`src/rtl/vai_tx_c0_arbiter.sv`:
```
// Round-robin arbiter sharing the CCI-P c0 Tx channel among sub-AFUs.
// Define VAI_TX_ARB_STATS_EN to build the per-requester grant counters.
module vai_tx_c0_arbiter #(
  parameter int NUM_SUB_AFUS = 8,
  parameter int FIFO_DEPTH   = 4,
  parameter int ADDR_WIDTH   = 42
) (
  input  logic                                 clk,
  input  logic                                 reset_n,
  input  logic [NUM_SUB_AFUS-1:0]              afu_req_valid,
  input  logic [NUM_SUB_AFUS*ADDR_WIDTH-1:0]   afu_req_addr,
  input  logic [NUM_SUB_AFUS*16-1:0]           afu_req_mdata,
  output logic [NUM_SUB_AFUS-1:0]              afu_almfull,
  input  logic [NUM_SUB_AFUS*64-1:0]           offset_array,
  input  logic                                 up_almfull,
  output logic                                 up_req_valid,
  output logic [ADDR_WIDTH-1:0]                up_req_addr,
  output logic [15:0]                          up_req_mdata,
  input  logic                                 cfg_pause,
  output logic                                 cfg_paused,
  output logic [NUM_SUB_AFUS-1:0]              overflow_err,
  output logic [NUM_SUB_AFUS-1:0]              mdata_err,
  output logic [NUM_SUB_AFUS*32-1:0]           grant_count
);

  localparam int VW = (NUM_SUB_AFUS > 1) ? $clog2(NUM_SUB_AFUS) : 1;
  localparam int PW = $clog2(FIFO_DEPTH);
  localparam int EW = ADDR_WIDTH + 16 - VW;

  typedef logic [VW-1:0] vmid_t;
  typedef logic [PW-1:0] ptr_t;
  typedef logic [PW:0]   cnt_t;
  typedef enum logic [1:0] {RUN, DRAIN, PAUSED} state_t;

  state_t state, state_nxt;
  vmid_t  rr_ptr, winner, cand;
  logic   grant, found;

  // Entries hold {addr, low mdata}; the vmid bits are restamped on issue.
  logic [EW-1:0] mem [NUM_SUB_AFUS][FIFO_DEPTH];
  ptr_t wr_ptr  [NUM_SUB_AFUS];
  ptr_t rd_ptr  [NUM_SUB_AFUS];
  cnt_t count   [NUM_SUB_AFUS];
  cnt_t cnt_nxt [NUM_SUB_AFUS];

  logic [NUM_SUB_AFUS-1:0] nonempty, full, push, pop;
  logic [EW-1:0]           head;
  logic [ADDR_WIDTH-1:0]   off;
  logic                    unused_bits;

  assign unused_bits = ^offset_array;

  always_comb begin
    for (int n = 0; n < NUM_SUB_AFUS; n++) begin
      nonempty[n] = count[n] != '0;
      full[n]     = count[n] == cnt_t'(FIFO_DEPTH);
      push[n]     = afu_req_valid[n] && !full[n];
      pop[n]      = grant && (winner == vmid_t'(n));
      cnt_nxt[n]  = count[n] + cnt_t'(push[n]) - cnt_t'(pop[n]);
    end
  end

  always_comb begin
    winner = rr_ptr;
    found  = 1'b0;
    cand   = rr_ptr;
    for (int i = 1; i <= NUM_SUB_AFUS; i++) begin
      cand = vmid_t'((int'(rr_ptr) + i) % NUM_SUB_AFUS);
      if (!found && nonempty[cand]) begin
        winner = cand;
        found  = 1'b1;
      end
    end
  end

  assign grant = (state == RUN) && !cfg_pause && !up_almfull && found;
  assign head  = mem[winner][rd_ptr[winner]];
  assign off   = offset_array[int'(winner)*64 +: ADDR_WIDTH];

  always_comb begin
    state_nxt = state;
    unique case (state)
      RUN:     if (cfg_pause)     state_nxt = DRAIN;
      DRAIN:   if (!up_req_valid) state_nxt = PAUSED;
      PAUSED:  if (!cfg_pause)    state_nxt = RUN;
      default:                    state_nxt = RUN;
    endcase
  end

  assign cfg_paused = (state == PAUSED);

  always_ff @(posedge clk) begin
    for (int n = 0; n < NUM_SUB_AFUS; n++) begin
      if (push[n]) begin
        mem[n][wr_ptr[n]] <= {afu_req_addr[n*ADDR_WIDTH +: ADDR_WIDTH],
                              afu_req_mdata[n*16 +: 16-VW]};
      end
    end
  end

  always_ff @(posedge clk or negedge reset_n) begin
    if (!reset_n) begin
      for (int n = 0; n < NUM_SUB_AFUS; n++) begin
        wr_ptr[n] <= '0;
        rd_ptr[n] <= '0;
        count[n]  <= '0;
      end
      afu_almfull  <= '0;
      overflow_err <= '0;
      mdata_err    <= '0;
    end else begin
      for (int n = 0; n < NUM_SUB_AFUS; n++) begin
        if (push[n]) wr_ptr[n] <= wr_ptr[n] + ptr_t'(1);
        if (pop[n])  rd_ptr[n] <= rd_ptr[n] + ptr_t'(1);
        count[n]       <= cnt_nxt[n];
        afu_almfull[n] <= cnt_nxt[n] >= cnt_t'(FIFO_DEPTH-2);
        if (afu_req_valid[n] && full[n])
          overflow_err[n] <= 1'b1;
        if (afu_req_valid[n] && afu_req_mdata[n*16+15 -: VW] != '0)
          mdata_err[n] <= 1'b1;
      end
    end
  end

  always_ff @(posedge clk or negedge reset_n) begin
    if (!reset_n) begin
      state        <= RUN;
      rr_ptr       <= vmid_t'(NUM_SUB_AFUS-1);
      up_req_valid <= 1'b0;
      up_req_addr  <= '0;
      up_req_mdata <= '0;
    end else begin
      state        <= state_nxt;
      up_req_valid <= grant;
      if (grant) begin
        rr_ptr       <= winner;
        up_req_addr  <= head[EW-1 -: ADDR_WIDTH] + off;
        up_req_mdata <= {winner, head[15-VW:0]};
      end else begin
        up_req_addr  <= '0;
        up_req_mdata <= '0;
      end
    end
  end

`ifdef VAI_TX_ARB_STATS_EN
  logic [31:0] gcnt [NUM_SUB_AFUS];

  always_ff @(posedge clk or negedge reset_n) begin
    if (!reset_n) begin
      for (int n = 0; n < NUM_SUB_AFUS; n++) gcnt[n] <= '0;
    end else begin
      for (int n = 0; n < NUM_SUB_AFUS; n++)
        if (pop[n]) gcnt[n] <= gcnt[n] + 32'd1;
    end
  end

  always_comb begin
    for (int n = 0; n < NUM_SUB_AFUS; n++)
      grant_count[n*32 +: 32] = gcnt[n];
  end
`else
  assign grant_count = '0;
`endif

endmodule

```
`config.mk`:
```
export PLATFORM = sky130hd
export DESIGN_NAME = vai_tx_c0_arbiter
export DESIGN_NICKNAME = d
export VERILOG_FILES = /design/src/rtl/vai_tx_c0_arbiter.sv
export SDC_FILE = /design/constraint.sdc
export NUM_CORES = 2
export LEC_CHECK = 0
export BUFFER_PORTS_ARGS = -buffer_cell sky130_fd_sc_hd__buf_2
export CAP_MARGIN = 5
export CORE_AREA = 3 3 511 513
export CTS_BUF_LIST = sky130_fd_sc_hd__clkbuf_2 sky130_fd_sc_hd__clkbuf_4 sky130_fd_sc_hd__clkbuf_8
export DETAILED_ROUTE_END_ITERATION = 12
export DIE_AREA = 0 0 514 516
export PLACE_DENSITY = 0.46
export SLEW_MARGIN = 20
export SYNTH_ARGS = -nofsm -noshare
export SYNTH_HDL_FRONTEND = slang
export SYNTH_SLANG_ARGS = --single-unit
```
`constraint.sdc`:
```
create_clock -name clk -period 9.21 [get_ports clk]
set_input_delay 0 -clock clk [delete_from_list [all_inputs] [get_ports clk]]
set_output_delay 0 -clock clk [all_outputs]
set_load 0.01 [all_outputs]
```
-- Yosys cells after proc, flatten, opt, wreduce, memory -nomap -nowiden
Memory sizes are Yosys's and may differ from the RTL's.
Index checks and enable logic that the tools add are counted.
- logic and storage cells: 315
- bits in writable memories: 1760
- memories kept: 1
- bits in registers: 144
- input port bits: 988
- memory list (memory ; depth ; bits a word ; read ports ; clocked after memory_dff ; wr ports ; line ; text):
    mem ; 8 ; 220 ; 1 ; 0 ; 8 ; 40 ; logic [EW-1:0] mem [NUM_SUB_AFUS][FIFO_DEPTH];
- equal/unequal tests: 20
- $lt $le $gt $ge: 34
- shifts and indexed selects: 1
- $add $sub $neg: 41
- bitwise logic cells: 10
- reduce and logical (&&, ||, !) cells: 86
- multiplexer cells: 76
- operator list (kind ; number):
    2-to-1 mux 220 bit ; 8
    demux 55 bit (select 2 bit) ; 8
    2-to-1 mux 55 bit ; 10
    variable part select 512 x 10 -> 42 bit ; 1
    binary-select mux 55 bit (select 2 bit) ; 1
    logical AND 1 bit ; 50
    nonzero test 3 bit ; 16
    adder 42 bit ; 1
    2-to-1 mux 42 bit ; 1
    equality test 3 bit, second input constant ; 12
    adder 2 x 1 -> 2 bit, second input constant ; 16
    less-than comparator 3 x 4 -> 1 bit, second input constant ; 8
    >= comparator 3 bit, second input constant ; 9
    inverter 2 -> 3 bit ; 9
    adder 3 x 1 -> 3 bit ; 8
    binary-select mux 1 bit (select 3 bit) ; 8
    >= comparator 3 x 2 -> 1 bit, second input constant ; 8
    less-than comparator 3 x 1 -> 1 bit, second input constant ; 8
    2-to-1 mux 1 bit ; 24
    2-to-1 mux 3 bit ; 8
    subtractor 3 x 1 -> 3 bit ; 8
    zero test 1 bit ; 17
    2-to-1 mux 16 bit ; 1
    adder 3 bit, second input constant ; 4
    15 further kinds ; 24

-- Depth between registers and ports, before layout
- depth after elaboration: 35
- mapped depth: 35
- mapped depth without buffers: 29

-- Worst setup path after synthesis
No wires, ideal clock.
- path kind: register -> register
- start point: register rr_ptr[0]
- end point: register up_req_addr[40]
- library setup time: 0.079 ns
- data arrival time: 7.919 ns
- setup slack: 1.211 ns
- path buffers: 7
- stages on the path, launching flop included: 34
- cell sequence: dfstp_2 -> buf_4 -> inv_2 -> buf_1 -> ha_1 -> clkbuf_1 -> clkbuf_1 -> mux4_2 -> mux2_2 -> nand3_1 -> o21ai_0 -> a32oi_2 -> mux4_2 -> mux2i_1 -> buf_2 -> buf_2 -> clkbuf_1 -> nand3_1 -> o21ai_0 -> ha_1 -> inv_1 -> fa_1 -> nor2b_1 -> o21ai_0 -> a21boi_0 -> o221a_2 -> o21ai_0 -> a21oi_1 -> o2111ai_1 -> a211oi_1 -> o41ai_1 -> a21oi_1 -> o32a_1 -> mux2i_1
- word-level cells in the longest chain between the ends: 35
- elaborated cells between the ends (all ways): 67
- RTL lines (what ; line ; text):
    from (decl) ; 36 ; vmid_t rr_ptr, winner, cand;
    from (signal assigned) ; 128 ; rr_ptr <= vmid_t'(NUM_SUB_AFUS-1);
    from (signal assigned) ; 136 ; rr_ptr <= winner;
    adder 3 x 1 -> 3 bit ; 68 ; cand = vmid_t'((int'(rr_ptr) + i) % NUM_SUB_AFUS);
    binary-select mux 1 bit (select 3 bit) ; 69 ; if (!found && nonempty[cand]) begin
    2-to-1 mux 1 bit (not written as such) ; 69 ;
    2-to-1 mux 1 bit ; 69 ;
    zero test 1 bit ; 69 ;
    logical AND 1 bit ; 69 ;
    2-to-1 mux 1 bit ; 69 ;
    zero test 1 bit ; 69 ;
    (+17 left out) ; - ;
    inverter 3 -> 4 bit (not written as such) ; 77 ; assign head = mem[winner][rd_ptr[winner]];
    binary-select mux 2 bit (select 3 bit) ; 77 ;
    2-to-1 mux 2 bit (not written as such) (2 in series) ; 77 ;
    inverter 2 -> 3 bit (not written as such) ; 77 ;
    binary-select mux 55 bit (select 2 bit) ; 77 ;
    2-to-1 mux 55 bit (not written as such) (2 in series) ; 77 ;
    adder 42 bit ; 137 ; up_req_addr <= head[EW-1 -: ADDR_WIDTH] + off;
    2-to-1 mux 42 bit (*) ; 135 ; if (grant) begin
    to (signal assigned) ; 137 ;
    to (decl) ; 17 ; output logic [ADDR_WIDTH-1:0] up_req_addr,
Mark *: on every way between the ends. The rest lies on a longest branch, timed or not. The select of a mux whose other input is x is not followed.
A chain may end at the register's enable or synchronous reset.

-- Worst setup path in the final report
- start point: register rr_ptr[0]
- end point: register up_req_addr[41]
Same word-level chain as after synthesis.

==> impl_metrics.toml <==
[global_route]
use_met1_pct = 31.3
grt_pass1_wl_um = 470000
grt_usage_pct = 26.0
grt_max_degree = 91
grt_overflow_total = 0
grt_pass1_vias = 55400
grt-busiest-layer = "met2"
met2_usage_pct = 44.2
antenna_found_initial = 179
use_met3_pct = 4.76

[place]
place.gp.congestion = 0.904
place_ws_ns = 0.152
dp_hpwl_um = 238000
port_buffers = 895

[job]
maxCapViolCount = 0

[drt]
drt_iter0_markers = 4741
ant_nets = 0
drc = 0
dr.pass1.iters = 5
vias = 53900
wirelength_um = 353000
wl_per_cell_um = 32.9
routed_via_density = 5.02

[clock_network]
htreeDepth = 5
cts.sinks = 1904
cts.clk_slew.worst_paths_ns = 0.06
clock_latency_ns = 1.08
cts_made_buffers = 353
clockBufferDepth = 4
cts_tree = "built"
cts_root_buffer = "clkbuf_8"

[critical_path]
crit_top_cell = "buf_4"
slowest_stage = "dfstp_2"
cp_max_fo = 31
cp_data_required_time_ns = 10.16
arrival_ns = 9.71
crit_path_start_kind = "register"
slowest_delay_ns = 0.74
path_class = "reg -> reg"
cp-end-kind = "register"

[sta]
drv_slew = 0
hold_viol_final = 0
setup_ws_ns = 0.445
worst_pin_slew_ns = 1.18
skew_ns = 0.113
period_minus_slack_ns = 8.76
finalSetupViolations = 0
period_share_pct = 95.2
fmax_mhz = 114
relSlewSlack_pct = 20.6

[logic_synthesis]
synth_cells = 4588
netlist_area_sq_um = 81000
ys.flop_type = "edfxtp_1"
synth_area_per_cell_sq_um = 17.6
ys_ff_latch = 1904
synth_cell_type_count = 76
yosysWarnings = 0
synth_async_sr_flop_share_pct = 7.56
synth_seq_area_share_pct = 69.7
synth_edf_count = 1760

[floorplan]
ioPinCount = 1328
dieArea_sq_um = 265000
die_w_um = 514
initial_core_util_pct = 31.5
rows = 186
die_height_um = 516
core_sq_um = 257000

[status]
status = "finished clean"

[finish]
drive_gt1_share_pct = 31.8
nFillCells = 23700
nets = 7866
area_growth_pct = 32.2

[hold_path]
hold_class = "in -> reg"
## cell usage after synthesis, types with 9 or more instances
cell / number / share of area [%]
nor2_1: 67 / 0.31
a31o_2: 15 / 0.16
fa_1: 9 / 0.22
mux2i_1: 17 / 0.21
a21o_1: 23 / 0.21
and3_1: 23 / 0.18
a311oi_1: 14 / 0.15
o21ai_0: 72 / 0.45
inv_1: 69 / 0.32
dfrtp_1: 141 / 4.4
buf_1: 22 / 0.10
buf_4: 286 / 2.7
or3_1: 12 / 0.093
ha_1: 91 / 1.4
clkbuf_1: 123 / 0.57
o31ai_1: 14 / 0.13
a21oi_1: 82 / 0.51
and2_1: 41 / 0.32
nor3_1: 25 / 0.15
nor4_1: 12 / 0.093
nand3_1: 176 / 1.1
buf_2: 52 / 0.32
nor2b_1: 9 / 0.070
nand2_1: 657 / 3.0
nand2b_1: 15 / 0.12
o211ai_1: 16 / 0.15
mux4_2: 541 / 15
xnor2_1: 47 / 0.51
edfxtp_1: 1760 / 65
xor2_1: 23 / 0.25
## what timing repair did
item / 4_1_cts / 5_1_grt
hold endpoints to repair: 2249 / 0
buffers inserted: 0 / 1
hold buffers: 1003 / 0
gates resized for setup: 0 / 36
endpoints found under the setup margin: 0 / 9
## per-layer routing
layer	wire length, um	vias to the layer above
li1	-	22300
met1	135000	28400
met2	177000	2390
met3	20500	676
met4	20500	58
met5	384	-
## worst max-delay path, delay by kind of cell, from the launching register on
kind,cells,cell delay [ns]
buffers and inverters,4,0.89
xor gates and xnor gates,1,0.35
and+or+nand+nor,7,1.35
muxes,4,2.08
AOI/OAI and AO/OA,12,2.90
DFF,1,0.74
adders and majority gates,1,0.30
## area by class of cell
cell class	count	area [sq um]	share of cell area [%]
clock buffers	476	5890	5.50
clock inverters	128	847	0.791
flip-flops and latches	1904	56500	52.7
multi-input cells	2385	22500	21.0
inverters	71	272	0.254
well taps	3384	4230	3.95
repair buffers	2063	16100	15.0
diodes	323	808	0.755
## layout by cell type, fill, tap and decap left out, types with 67 or more instances in the layout
cell / n
edfxtp_1: 1760
buf_2: 894
conb_1: 256
ha_1: 90
mux4_2: 541
inv_1: 68
nand2_1: 656
dlygate4sd3_1: 1002
o21ai_0: 68
diode_2: 323
dfrtp_1: 141
a21oi_1: 82
clkbuf_4: 106
nor2_1: 67
clkbuf_8: 371
nand3_1: 176
buf_4: 139
## per-stage QoR
step,cells,instance area [sq um],util [%],hold WS (ns),TNS (ns)
floorplan,4843,81900,-,-0.296,0
global placement,8801,89200,34.8,-0.0295,0
detailed placement,8801,89200,34.8,-0.0297,0
CTS,10400,106000,41.3,0.0000886,0
global route,10700,107000,41.7,0.0521,-0.0377
finish,10700,107000,41.7,0.133,0
## cell families after synthesis
| group | Yosys count | synth area share [%] |
|---|---|---|
| muxes | 568 | 15.4 |
| xor gates and xnor gates | 73 | 0.817 |
| buffers and inverters | 554 | 3.97 |
| other | 1 | 0.00463 |
| and+or+nand+nor | 1061 | 5.73 |
| adders and majority gates | 100 | 1.63 |
| DFF | 1904 | 69.7 |
| AOI/OAI and AO/OA | 327 | 2.72 |
## path summary, 6_finish.rpt
| kind | from | slack (ns) | cells past startpoint | endpoint |
|---|---|---|---|---|
| setup / recovery | rr_ptr[0] | 0.45 | 29 | up_req_addr[41] |
| hold / removal | offset_array[28] | 0.13 | 7 | up_req_addr[28] |
| setup reg to reg | rr_ptr[0] | 0.45 | 29 | up_req_addr[41] |
| hold reg to reg | overflow_err[6] | 0.47 | 1 | overflow_err[6] |
| max in group asynchronous | reset_n | 6.49 | 7 | up_req_addr[24] |
| min in group asynchronous | reset_n | 0.58 | 5 | up_req_mdata[5] |
## registers in the layout, summed over array words and instances (netlist names)
register and cells:
up_req_valid 1, rr_ptr 3, mem 1760, count 24, afu_almfull 8, up_req_mdata 16, overflow_err 8, rd_ptr 16
mdata_err 8, up_req_addr 42, state 2, wr_ptr 16
Power is not shown: default switching activity piles up to over one toggle a cycle in this logic, so the estimate is an artifact.
